### src/rtl/digit_entry_validator.sv
// digit_entry_validator: collects NUM_DIGITS decimal key codes into binary and packed BCD and hands off one result
module digit_entry_validator #(
    parameter int DATA_W     = 8,
    parameter int NUM_DIGITS = 2,
    parameter int VAL_W      = 7,
    parameter int CNT_W      = 2
) (
    input  logic                    clock,
    input  logic                    reset,
    input  logic                    clear,
    input  logic                    in_valid,
    input  logic [DATA_W-1:0]       in_data,
    output logic                    in_ready,
    output logic                    out_valid,
    input  logic                    out_ready,
    output logic [VAL_W-1:0]        out_value,
    output logic [4*NUM_DIGITS-1:0] out_bcd,
    output logic                    out_error,
    output logic [CNT_W-1:0]        digit_count
);
    typedef enum logic [1:0] {COLLECT, DONE, ERROR} state_t;
    state_t                  r_state;
    logic                    r_valid, r_error;
    logic [VAL_W-1:0]        r_value;
    logic [4*NUM_DIGITS-1:0] r_bcd;
    logic [CNT_W-1:0]        r_count;
    logic                    w_accept, w_digit, w_last;
    logic [3:0]              w_d;
    assign in_ready    = (r_state == COLLECT) && !clear;
    assign w_accept    = in_valid && in_ready;
    assign w_digit     = in_data <= DATA_W'(9);
    assign w_d         = 4'(in_data);
    assign w_last      = r_count == CNT_W'(NUM_DIGITS - 1);
    assign out_valid   = r_valid;
    assign out_error   = r_error;
    assign out_value   = r_value;
    assign out_bcd     = r_bcd;
    assign digit_count = r_count;
    always_ff @(posedge clock or posedge reset) begin
        if (reset) begin
            r_state <= COLLECT;
            r_valid <= 1'b0;
            r_error <= 1'b0;
            r_value <= '0;
            r_bcd   <= '0;
            r_count <= '0;
        end else if (clear || (r_valid && out_ready)) begin
            r_state <= COLLECT;
            r_valid <= 1'b0;
            r_error <= 1'b0;
            r_value <= '0;
            r_bcd   <= '0;
            r_count <= '0;
        end else if (w_accept && w_digit) begin
            r_value <= r_value * VAL_W'(10) + VAL_W'(w_d);
            r_bcd   <= (4*NUM_DIGITS)'({r_bcd, w_d});
            r_count <= r_count + CNT_W'(1);
            r_state <= w_last ? DONE : COLLECT;
            r_valid <= w_last;
        end else if (w_accept) begin
            // partial value/bcd/count are kept so the consumer sees what was typed
            r_state <= ERROR;
            r_valid <= 1'b1;
            r_error <= 1'b1;
        end
    end
endmodule

### config.mk
export PLATFORM = sky130hd
export DESIGN_NAME = digit_entry_validator
export DESIGN_NICKNAME = d
export VERILOG_FILES = /design/src/rtl/digit_entry_validator.sv
export SDC_FILE = /design/constraint.sdc
export NUM_CORES = 1
export LEC_CHECK = 0
export CORE_AREA = 2 2 52 54
export CTS_BUF_LIST = sky130_fd_sc_hd__clkbuf_2 sky130_fd_sc_hd__clkbuf_4 sky130_fd_sc_hd__clkbuf_8
export CTS_CLUSTER_DIAMETER = 50
export DETAILED_ROUTE_END_ITERATION = 8
export DIE_AREA = 0 0 54 56
export PLACE_DENSITY = 0.73
export SYNTH_ARGS = -nofsm -noshare
export SYNTH_HDL_FRONTEND = slang
export SYNTH_SLANG_ARGS = --single-unit
### constraint.sdc
create_clock -name clock -period 5.1 [get_ports clock]
set_input_delay 0.765 -clock clock [delete_from_list [all_inputs] [get_ports clock]]
set_output_delay 0.765 -clock clock [all_outputs]
set_load 0.02 [all_outputs]
**Word level (Yosys, flattened, before mapping)**

Cells that the tools add are included.

- Memory bits (read-only): 0
- Input port bits: 13
- Memories kept: 0
- Latch bits: 0
- Memory bits (writable): 0
- Flip-flop bits (word level): 21
- Output and inout port bits: 20

- Shift operators: 0
- Magnitude comparators: 1
- Muxes and demuxes: 15
- Add/subtract/negate cells: 2
- Reduce and logical (&&, ||, !) cells: 11
- Eq/ne operators: 2
- Bitwise operators: 0
- $mul: 1
- Div/mod/pow operators: 0

Operators with widths:

| kind | number |
|---|---|
| two-way mux 8 bit | 2 |
| two-way mux 7 bit | 2 |
| two-way mux 2 bit | 5 |
| less-or-equal comparator 8 x 4 -> 1 bit, second input constant | 1 |
| adder 7 x 4 -> 7 bit | 1 |
| multiplier 7 x 3 -> 6 bit, second input constant | 1 |
| two-way mux 1 bit | 6 |
| logical AND 1 bit | 4 |
| nonzero test 2 bit | 2 |
| nonzero test 3 bit | 1 |
| adder 2 x 1 -> 2 bit, second input constant | 1 |
| == test 2 x 1 -> 1 bit, second input constant | 1 |
| logical NOT 2 bit | 1 |
| != test 2 bit, second input constant | 1 |
| AND reduction 2 bit | 1 |
| logical NOT 1 bit | 1 |
| logical OR 1 bit | 1 |

**Logic depth before layout (Yosys ltp)**

Gate-level depths: netlist of the first run.

- Depth after elaboration: 6
- Gate-level depth with buffers: 8
- Mapped depth without buffers: 8

**Worst setup path after synthesis of the first run**

No wires, ideal clock.

- Kind: register to register
- Start point: register r_value[1], in the netlist out_value[1]
- End point: register r_value[6], in the netlist out_value[6]
- Path buffers: 0
- Arrival time: 2.099 ns
- Period minus slack after synthesis: 2.220 ns
- Required time: 4.979 ns
- Slack: 2.880 ns
- Cell stages (with the launch flop): 9
- Cell sequence: dfrtp_1 ha_1 ha_1 inv_1 fa_1 and3b_1 a32oi_1 xnor2_1 a22o_1

- Cells in the longest elaborated chain, start to end: 4

Ends and longest elaborated chain:

| item | RTL line | source |
|---|---|---|
| start, declared | 24 | `logic [VAL_W-1:0] r_value;` |
| start signal, assigned | 55 | `r_value <= r_value * VAL_W'(10) + VAL_W'(w_d);` |
| multiplier 7 x 3 -> 6 bit | 55 |  |
| adder 7 x 4 -> 7 bit | 55 |  |
| two-way mux 7 bit | 54 | `end else if (w_accept && w_digit) begin` |
| two-way mux 7 bit | 47 | `end else if (clear \|\| (r_valid && out_ready)) begin` |

No other way between the ends. The select of a mux whose other input is x is not followed.
A chain may end at the register's enable or synchronous reset.

**Worst setup path after layout of the first run**

- Start point: input port clear
- End point: output port in_ready

- Cells in the longest elaborated chain, start to end: 2

Ends and longest elaborated chain:

| item | RTL line | source |
|---|---|---|
| start, declared | 10 | `input logic clear,` |
| logical NOT 1 bit | 29 | `assign in_ready = (r_state == COLLECT) && !clear;` |
| logical AND 1 bit | 29 |  |
| end, declared | 13 | `output logic in_ready,` |

No other way between the ends.

==> run metrics, run 1 <==
max_cap viols=0; first-pass GRT wire length=~3600 um; Setup Buffers After CTS=0; GRT overflow=0; leakage power figure=around 0.66 nW; sequential-to-total area share from yosys stat=46.6%; syn_area_per_cell=12.4 um^2; leading area contributor after synthesis=dfrtp_1; Final Cell Area=~1400 um^2; Cell Area, Synth=between 1000 and 1500 um^2; number of port buffers=32; R2R Path End=out_value[6]$_DFFE_PP0P_; CTS tree=yes; crit path from=clear; reg2reg setup slack=~2800 ps; CP Launch Type=input pin; Ys Warns=0; row cnt=18; pin count of the biggest net entering global routing=21; FMAX=342 MHz; slowest stage delay, CP=640 ps; Synth area leaders=dfrtp_1 (47%), a22o_1 (12%), ha_1 (9.3%); H-tree lvl count=1; fillcell total=between 200 and 250; Clock Skew=roughly 10 ps; GPL Wtd Cong=0.770; clk_lat worst skew=approximately 290 ps; Worst setup endpoint=in_ready; fin crit share=57.3%; DRT iter0 DRCs=15; Arrival @ worst endpoint=2160 ps; Cell variety after synth=23; final wirelength=between 2000 and 2500 um; RSZ-0062 raised after global routing=false; die area=3020 um^2; Hold Fails Final Rpt=0; delay-heaviest family, CP=buffers and inverters; #FFs+latches synth=20; crit end category=output port; Hold Path Class=flip-flop to flip-flop; cells after synthesis=between 80 and 90; Clock Path Buffers=2; clk slew on worst S/H paths=between 100 and 150 ps; Slew Limit Fails=0; Final ANT Viol Nets=0; maximum vdd drop=0.106 mV; Layout Nets=between 100 and 150; cts hold-fix bufs=0; Post-DP HPWL=1750 um; CTS resizes=0; DR vias=~800; Crit. path cell count=3; height of the chip=about 56 um; vias in the first global route=826; Mapped Nets=110; critical path class=input pin to output port; initial antenna violation count=0; Slowest-stage cell, CP=clkdlybuf4s50_1; GRT Util Overall=16.5%; status=completed; Root Buffer=clkbuf_4; worst-path cell chain=clkdlybuf4s50_1 > nor3_4 > clkdlybuf4s50_1; max_slew headroom=a little under a third; n_diodes=0; final period demand of the worst path=approximately 2900 ps; pwr dens=around 190 nW/um^2; area grow syn2layout=31.9%; routed len/inst=approximately 15 um; iteration count of the initial detailed-routing pass=4; Die X=54 um; layout cells sized above 1=5.08%; Final setup viols=0; Initial Util=between 40% and 50%; CP required=roughly 4300 ps; CORE AREA=2430 um^2; final worst setup slack=2180 ps; Buf+Inv Stages, Crit Path=2; Clock Sinks=20; DRC Markers=0; most used cell, CP=clkdlybuf4s50_1; Vias/cell=about 5.5; largest fanout on the critical path=4; io pins=33; Pwr Total=~270 uW; DP Area=roughly 1400 um^2; R2R depth=8; top-area cell type share of the netlist area=a little under half; pre-CTS setup slack=between 2000 and 2500 ps; setup_tns=0 ps; r2r startpoint=out_value[1]$_DFFE_PP0P_; Slew @ Worst Pin=1020 ps; total CTS buffers=3
[cell type report]
class                   instances  area [um^2]  share of cell area, %
clock buffers                   3         22.5                   1.59
well taps                      30         37.5                   2.65
repair buffers                 32          320                   22.6
flip-flops and latches         20          500                   35.3
multi-input cells              57          514                   36.3
inverters                       6         22.5                   1.59
[through the flow]
stage	util, %	hold slack (ps)	instances
global route	58.3	543	148
floorplan	-	522	87
finish	58.3	501	148
detailed placement	57.4	482	145
CTS	58.3	507	148
global placement	57.4	482	145
[registers in the layout, indices dropped and copies added, names as in the netlist]
signal / count
out_valid: 1
out_bcd: 7
digit_count: 2
r_state: 2
out_value: 7
out_error: 1
[cells in the mapped netlist]
cell and count:
dfrtp_1 20, a22o_1 15, ha_1 8, inv_1 6, xnor2_1 6, a21oi_1 5, a21o_1 3, nor2_1 3
buf_4 2, buf_6 2, fa_1 2, nor3_1 2, o21a_1 2, xor2_1 2, a32oi_1 1, and2_1 1
and3b_1 1, nand2_1 1, nand4_2 1, nor2b_1 1, nor3_4 1, nor4_4 1, o21ai_0 1
[report_power, final]
group,internal [mW],switching [mW]
Combinational,0.0166,0.0183
Clock,0.0274,0.0433
Sequential,0.161,0.00182
[per-layer routing]
metal	part of all wire [%]	global-route usage, %
met1	43	20.6
met2	48	25.4
met3	6.7	3.76
met4	2.5	9.64
met5	0	0
[cell families after synthesis]
| family | share of synthesized area [%] |
|---|---|
| AOI/OAI and AO/OA | 19.3 |
| buffers and inverters | 5.59 |
| adders and majority gates | 13.0 |
| xor gates and xnor gates | 6.52 |
| DFF | 46.6 |
| and+or+nand+nor | 8.96 |
[worst min-delay path by stage]
stage | start | end | cells past startpoint
2_1_floorplan | r_state[1]$_DFFE_PP0P_ | r_state[1]$_DFFE_PP0P_ | 1
3_3_place_gp | out_error$_DFFE_PP0P_ | out_error$_DFFE_PP0P_ | 1
3_5_place_dp | out_error$_DFFE_PP0P_ | out_error$_DFFE_PP0P_ | 1
4_1_cts | out_error$_DFFE_PP0P_ | out_error$_DFFE_PP0P_ | 1
5_1_grt | out_bcd[7]$_DFFE_PP0P_ | out_bcd[7]$_DFFE_PP0P_ | 1
6_report | out_error$_DFFE_PP0P_ | out_error$_DFFE_PP0P_ | 1
[cell usage in the layout, fill, tap and decap left out, drive strengths merged]
master         synthesis  routed
xnor2                  6       6
and3b                  1       1
and2                   1       1
ha                     8       8
nor4                   1       1
a32oi                  1       1
clkdlybuf4s50          0      32
a22o                  15      15
clkbuf                 0       3
o21ai                  1       1
xor2                   2       2
inv                    6       6
a21o                   3       3
dfrtp                 20      20
nand4                  1       1
nor2                   3       3
nor2b                  1       1
o21a                   2       2
nor3                   3       3
a21oi                  5       5
fa                     2       2
nand2                  1       1
Power figures use the tool's default switching activity.
==> run 2, diff against run 1 <==
CORE_AREA = 2 2 53 55   (was 2 2 52 54)
DIE_AREA = 0 0 55 57   (was 0 0 54 56)
clock period = 2.5 ns   (was 5.1 ns; I/O delays follow)
==> run 2 against run 1 <==
Sequential power grew 100%. Cell count increased by 2.7%. Global-route usage shrank 1.1 points. Clock power grew to 2.5 times the previous value. Die area increased by 3.7%. Sequential share of layout area is 0.73 points lower. Largest cell class unchanged. Largest power group unchanged.
==> run metrics, run 2 (synthesized netlist as in run 1, its figures left out) <==
leakage power figure=0.679 nW (was 0.661 nW); n_diodes=0 (unchanged); CTS resizes=0 (unchanged); max_slew headroom=51.8% (was 31.5%); Post-DP HPWL=1740 um (was 1750 um); logic gate share of total power=12.3% (was 13.0%); fillcell total=243 (was 232); pre-CTS setup slack=255 ps (was 2170 ps); clk_lat worst skew=290 ps (about the same); GPL Wtd Cong=0.717 (was 0.770); final worst setup slack=248 ps (was 2180 ps); total CTS buffers=3 (unchanged); CORE AREA=2620 um^2 (was 2430 um^2); Vias/cell=5.28 (was 5.53); Slew Limit Fails=0 (unchanged); DR vias=802 (was 819); final wirelength=2160 um (was 2230 um); CP required=2700 ps (was 4340 ps); Clock Skew=11.8 ps (was 10.5 ps); final period demand of the worst path=2250 ps; Hold Fails Final Rpt=0 (unchanged); Clock Path Buffers=2 (unchanged); Root Buffer=clkbuf_4 (unchanged); height of the chip=57 um (was 56 um); row cnt=19 (was 18); commonest non-fill, non-tap cell in the layout=clkdlybuf4s50_1 (unchanged); Die X=55 um (was 54 um); clk slew on worst S/H paths=110 ps (about the same); Sw Pwr=132 uW (was 63.4 uW); r2r startpoint=out_value[1]$_DFFE_PP0P_ (unchanged); largest fanout on the critical path=5 (was 4); CP Launch Type=flip-flop (was input pin); pwr dens=403 nW/um^2 (was 189 nW/um^2); cts hold-fix bufs=0 (unchanged); first-pass GRT wire length=3590 um (was 3620 um); pin count of the biggest net entering global routing=21 (unchanged); Clock Sinks=20 (unchanged); setup_tns=0 ps (unchanged); crit end category=flip-flop (was output port); DRT iter0 DRCs=18 (was 15); DRC Markers=0 (unchanged); Arrival @ worst endpoint=2450 ps (was 2160 ps); RSZ-0062 raised after global routing=false (unchanged); reg2reg setup slack=250 ps (was 2800 ps); max_cap viols=0 (unchanged); R2R Path End=out_value[6]$_DFFE_PP0P_ (unchanged); layout cells sized above 1=7.44% (was 5.08%); Initial Util=41.1% (was 44.2%); most used cell, CP=ha_1 (was clkdlybuf4s50_1); Slew @ Worst Pin=723 ps (was 1020 ps); Switching Share=22.7% (was 23.7%); Hold Path Class=input pin to asynchronous set/reset pin (was flip-flop to flip-flop); slowest stage delay, CP=520 ps (was 640 ps); Final ANT Viol Nets=0 (unchanged); H-tree lvl count=1 (unchanged); GRT Util Overall=15.4% (was 16.5%); Setup Buffers After CTS=0 (unchanged); R2R depth=8 (unchanged); area grow syn2layout=34.7% (was 31.9%); vias in the first global route=845 (was 826); Pwr Total=583 uW (was 268 uW); CTS tree=yes (unchanged); io pins=33 (unchanged); number of port buffers=32 (unchanged); clock share of power=30.9% (was 26.4%); initial antenna violation count=0 (unchanged); most frequent cells in the layout=clkdlybuf4s50_1 (32), dfrtp_1 (20), a22o_1 (15) (unchanged); die area=3140 um^2 (was 3020 um^2); Final setup viols=0 (unchanged); worst-path cell chain=ha_1 > ha_1 > inv_1 > fa_1 > and3b_1 > a32oi_1 > xnor2_1 > a22o_1 (was clkdlybuf4s50_1 > nor3_4 > clkdlybuf4s50_1); FMAX=444 MHz; Layout Nets=145 (was 143); Flop pwr share=56.8% (was 60.6%); status=completed (unchanged); iteration count of the initial detailed-routing pass=4 (unchanged); GRT overflow=0 (unchanged); total internal power=451 uW (was 204 uW); Slowest-stage cell, CP=fa_1 (was clkdlybuf4s50_1); fin crit share=between 90% and 100%; critical path class=flip-flop to flip-flop (was input pin to output port); maximum vdd drop=0.244 mV (was 0.106 mV); routed len/inst=14.2 um (was 15.1 um)
[run 2: changes by cell type in the layout (fill, tap and decap cells not counted)]
cell / previous run / this run
buf_4: 0 / 2
clkbuf_8: 0 / 1
[run 2: area by class of cell]
cell class / count / area [um^2] / area share [%]
Tap cell: 31 / 38.8 / 2.68
Multi-Input combinational cell: 57 / 514 / 35.5
Sequential cell: 20 / 500 / 34.6
Clock buffer: 4 / 36.3 / 2.51
Inverter: 6 / 22.5 / 1.56
Timing Repair Buffer: 34 / 335 / 23.2
[run 2: worst max-delay path by stage]
stage	depth (start not counted)	from	endpoint
2_1_floorplan	8	out_value[1]$_DFFE_PP0P_	out_value[6]$_DFFE_PP0P_
3_3_place_gp	8	out_value[1]$_DFFE_PP0P_	out_value[6]$_DFFE_PP0P_
3_5_place_dp	8	out_value[1]$_DFFE_PP0P_	out_value[6]$_DFFE_PP0P_
4_1_cts	8	out_value[1]$_DFFE_PP0P_	out_value[6]$_DFFE_PP0P_
5_1_grt	8	out_value[1]$_DFFE_PP0P_	out_value[6]$_DFFE_PP0P_
6_report	8	out_value[1]$_DFFE_PP0P_	out_value[6]$_DFFE_PP0P_
[run 2: layer usage]
layer,vias up,GRT usage [%],routed length (um)
met5,-,0,0
met2,24,25.7,1070
li1,380,-,-
met3,2,1.83,133
met4,0,5.23,13
met1,396,20.4,934
[run 2: through the flow]
step                      cells  hold WS (ps)  utilization (%)  instance area (um^2)
after global routing        152           544             55.4                  1450
after floorplan              87           339                -                  1070
final                       152           486             55.4                  1450
after CTS                   152           508             55.4                  1450
after detailed placement    148           488             54.0                  1410
after global placement      148           482             54.0                  1410
[run 2: worst max-delay path: cells and delay by family (launching register included)]
| kind | cells | cell delay [ps] |
|---|---|---|
| adders and majority gates | 3 | 970 |
| DFF | 1 | 480 |
| AOI/OAI and AO/OA | 2 | 380 |
| and+or+nand+nor | 1 | 190 |
| xor gates and xnor gates | 1 | 90 |
| buffers and inverters | 1 | 40 |
[run 2: power groups by stage]
stage | combinational (mW) | sequential (mW) | clock [mW]
6_report | 0.0717 | 0.331 | 0.180
5_1_grt | 0.0785 | 0.332 | 0.198
4_1_cts | 0.0727 | 0.331 | 0.186
3_5_place_dp | 0.0726 | 0.338 | 0
3_3_place_gp | 0.0714 | 0.337 | 0
2_1_floorplan | 0.0332 | 0.341 | 0
==> run 3, diff against run 2 <==
clock period = 1.96 ns   (was 2.5 ns; I/O delays follow)
==> run 3 against run 2 <==
The run now ends with negative setup slack left. Non-clock buffer count increased by 16. Clock power increased by 86%. Cell count grew 11%. Utilization increased by 6.9 points. Sequential cell count did not move. Critical path type unchanged. Critical endpoint unchanged. Largest power group unchanged.
==> run metrics, run 3 (synthesized netlist as in run 1, its figures left out) <==
Pwr Total=866 uW (was 583 uW); r2r startpoint=out_value[3]$_DFFE_PP0P_ (was out_value[1]$_DFFE_PP0P_); CORE AREA=2620 um^2 (unchanged); violated checks=negative setup slack; leakage power figure=0.770 nW (was 0.679 nW); fin crit share=107% (was 90.1%); area grow syn2layout=51.5% (was 34.7%); total CTS buffers=3 (unchanged); io pins=33 (unchanged); CP required=2160 ps (was 2700 ps); status=complete, but fails checks (was completed); Hold Path Class=input pin to asynchronous set/reset pin (unchanged); Post-Route Utilization=62.2% (was 55.4%); logic gate share of total power=12.6% (was 12.3%); RSZ-0062 raised after global routing=true (was false); H-tree lvl count=1 (unchanged); Root Buffer=clkbuf_4 (unchanged); GR Layer Usage met2=28.9% (was 25.7%); iteration count of the initial detailed-routing pass=4 (unchanged); GRT Util Overall=16.7% (was 15.4%); CP Launch Type=flip-flop (unchanged); Initial Util=41.1% (unchanged); row cnt=19 (unchanged); Clock Path Buffers=2 (unchanged); GRT overflow=0 (unchanged); pin count of the biggest net entering global routing=16 (was 21); DRT iter0 DRCs=5 (was 18); DR vias=863 (was 802); first-pass GRT wire length=3800 um (was 3590 um); Hold Fails Final Rpt=0 (unchanged); commonest non-fill, non-tap cell in the layout=clkdlybuf4s50_1 (unchanged); setup_tns=-133 ps (was 0 ps); Flop pwr share=48.8% (was 56.8%); Post-DP HPWL=1920 um (was 1740 um); Cell Count, Final, Fillers Out=168 (was 152); met3 Use GR=2.62% (was 1.83%); GPL Wtd Cong=0.829 (was 0.717); DRC Markers=0 (unchanged); max_slew headroom=73.4% (was 51.8%); CTS tree=yes (unchanged); Switching Share=21.2% (was 22.7%); die area=3140 um^2 (unchanged); Arrival @ worst endpoint=2290 ps (was 2450 ps); Vias/cell=5.14 (was 5.28); hold slack=272 ps (was 486 ps); initial antenna violation count=0 (unchanged); clk_lat worst skew=300 ps (was 290 ps); pwr dens=532 nW/um^2 (was 403 nW/um^2); GRT Max-Usage Layer=met2 (unchanged); layout cells sized above 1=22.6% (was 7.44%); FMAX=478 MHz (was 444 MHz); maximum vdd drop=0.378 mV (was 0.244 mV); Die X=55 um (unchanged); Slew Limit Fails=0 (unchanged); Clock Sinks=20 (unchanged); clock share of power=38.7% (was 30.9%); final wirelength=2380 um (was 2160 um); pre-CTS setup slack=-173 ps (was 255 ps); final worst setup slack=-133 ps (was 248 ps); vias in the first global route=892 (was 845); Final Cell Area=1630 um^2 (was 1450 um^2); cts hold-fix bufs=0 (unchanged); Sw Pwr=184 uW (was 132 uW); largest fanout on the critical path=3 (was 5); routed len/inst=14.1 um (was 14.2 um); crit end category=flip-flop (unchanged); Final ANT Viol Nets=0 (unchanged); n_diodes=0 (unchanged); Slew @ Worst Pin=399 ps (was 723 ps); Layout Nets=161 (was 145); Clock Skew=9.29 ps (was 11.8 ps); crit path from=out_value[3]$_DFFE_PP0P_ (was out_value[1]$_DFFE_PP0P_); met1 usage=20.8% (was 20.4%); total internal power=682 uW (was 451 uW); number of port buffers=32 (unchanged); Placed Cells=162 (was 148); Final setup viols=1 (was 0); critical path class=flip-flop to flip-flop (unchanged); final period demand of the worst path=2090 ps (was 2250 ps); most frequent cells in the layout=clkdlybuf4s50_1 (31), dfrtp_1 (17), buf_4 (17) (was clkdlybuf4s50_1 (32), dfrtp_1 (20), a22o_1 (15)); fillcell total=209 (was 243); max_cap viols=0 (unchanged); clk slew on worst S/H paths=120 ps (was 110 ps); height of the chip=57 um (unchanged); DP Area=1560 um^2 (was 1410 um^2)
## run 3: area by class of cell
| type | instances | area, um^2 | share of cell area [%] |
|---|---|---|---|
| Multi-Input combinational cell | 57 | 539 | 33.1 |
| Clock inverter | 1 | 30.0 | 1.84 |
| Tap cell | 31 | 38.8 | 2.38 |
| Inverter | 6 | 22.5 | 1.38 |
| Timing Repair Buffer | 50 | 470 | 28.9 |
| Sequential cell | 20 | 504 | 31.0 |
| Clock buffer | 3 | 22.5 | 1.38 |
## run 3: final timing paths
path / endpoint / slack (ps) / depth (start not counted)
setup / recovery: out_value[6]$_DFFE_PP0P_ / -130 / 8
hold / removal: out_bcd[2]$_DFFE_PP0P_ / 270 / 2
setup reg to reg: out_value[6]$_DFFE_PP0P_ / -130 / 8
hold reg to reg: out_error$_DFFE_PP0P_ / 500 / 1
max in group asynchronous: r_state[0]$_DFFE_PP0P_ / 1200 / 3
min in group clock: out_error$_DFFE_PP0P_ / 500 / 1
## run 3: what timing repair did
action | CTS | global route
setup endpoints to repair | 1 | 3
pin swaps | 3 | 2
gates resized for setup | 0 | 1
setup buffers | 0 | 2
## run 3: power groups by stage
stage	sequential, mW	clock (mW)	combinational [mW]
4_1_cts	0.422	0.335	0.110
3_3_place_gp	0.430	0	0.109
3_5_place_dp	0.430	0	0.110
5_1_grt	0.423	0.358	0.118
6_report	0.422	0.335	0.109
2_1_floorplan	0.435	0	0.0426
## run 3: critical path, cell delays in order (launching register included)
cell,delay (ps)
dfrtp_2,450
ha_4,280
ha_4,110
inv_2,30
fa_1,510
and3b_1,180
a32oi_1,180
xnor2_1,90
a22o_1,180
## run 3: per-layer routing
metal / wire length, um / share of wire (%)
met4: 11 / 0.46
met2: 1200 / 51
met3: 151 / 6.4
met5: 0 / 0
met1: 1010 / 42
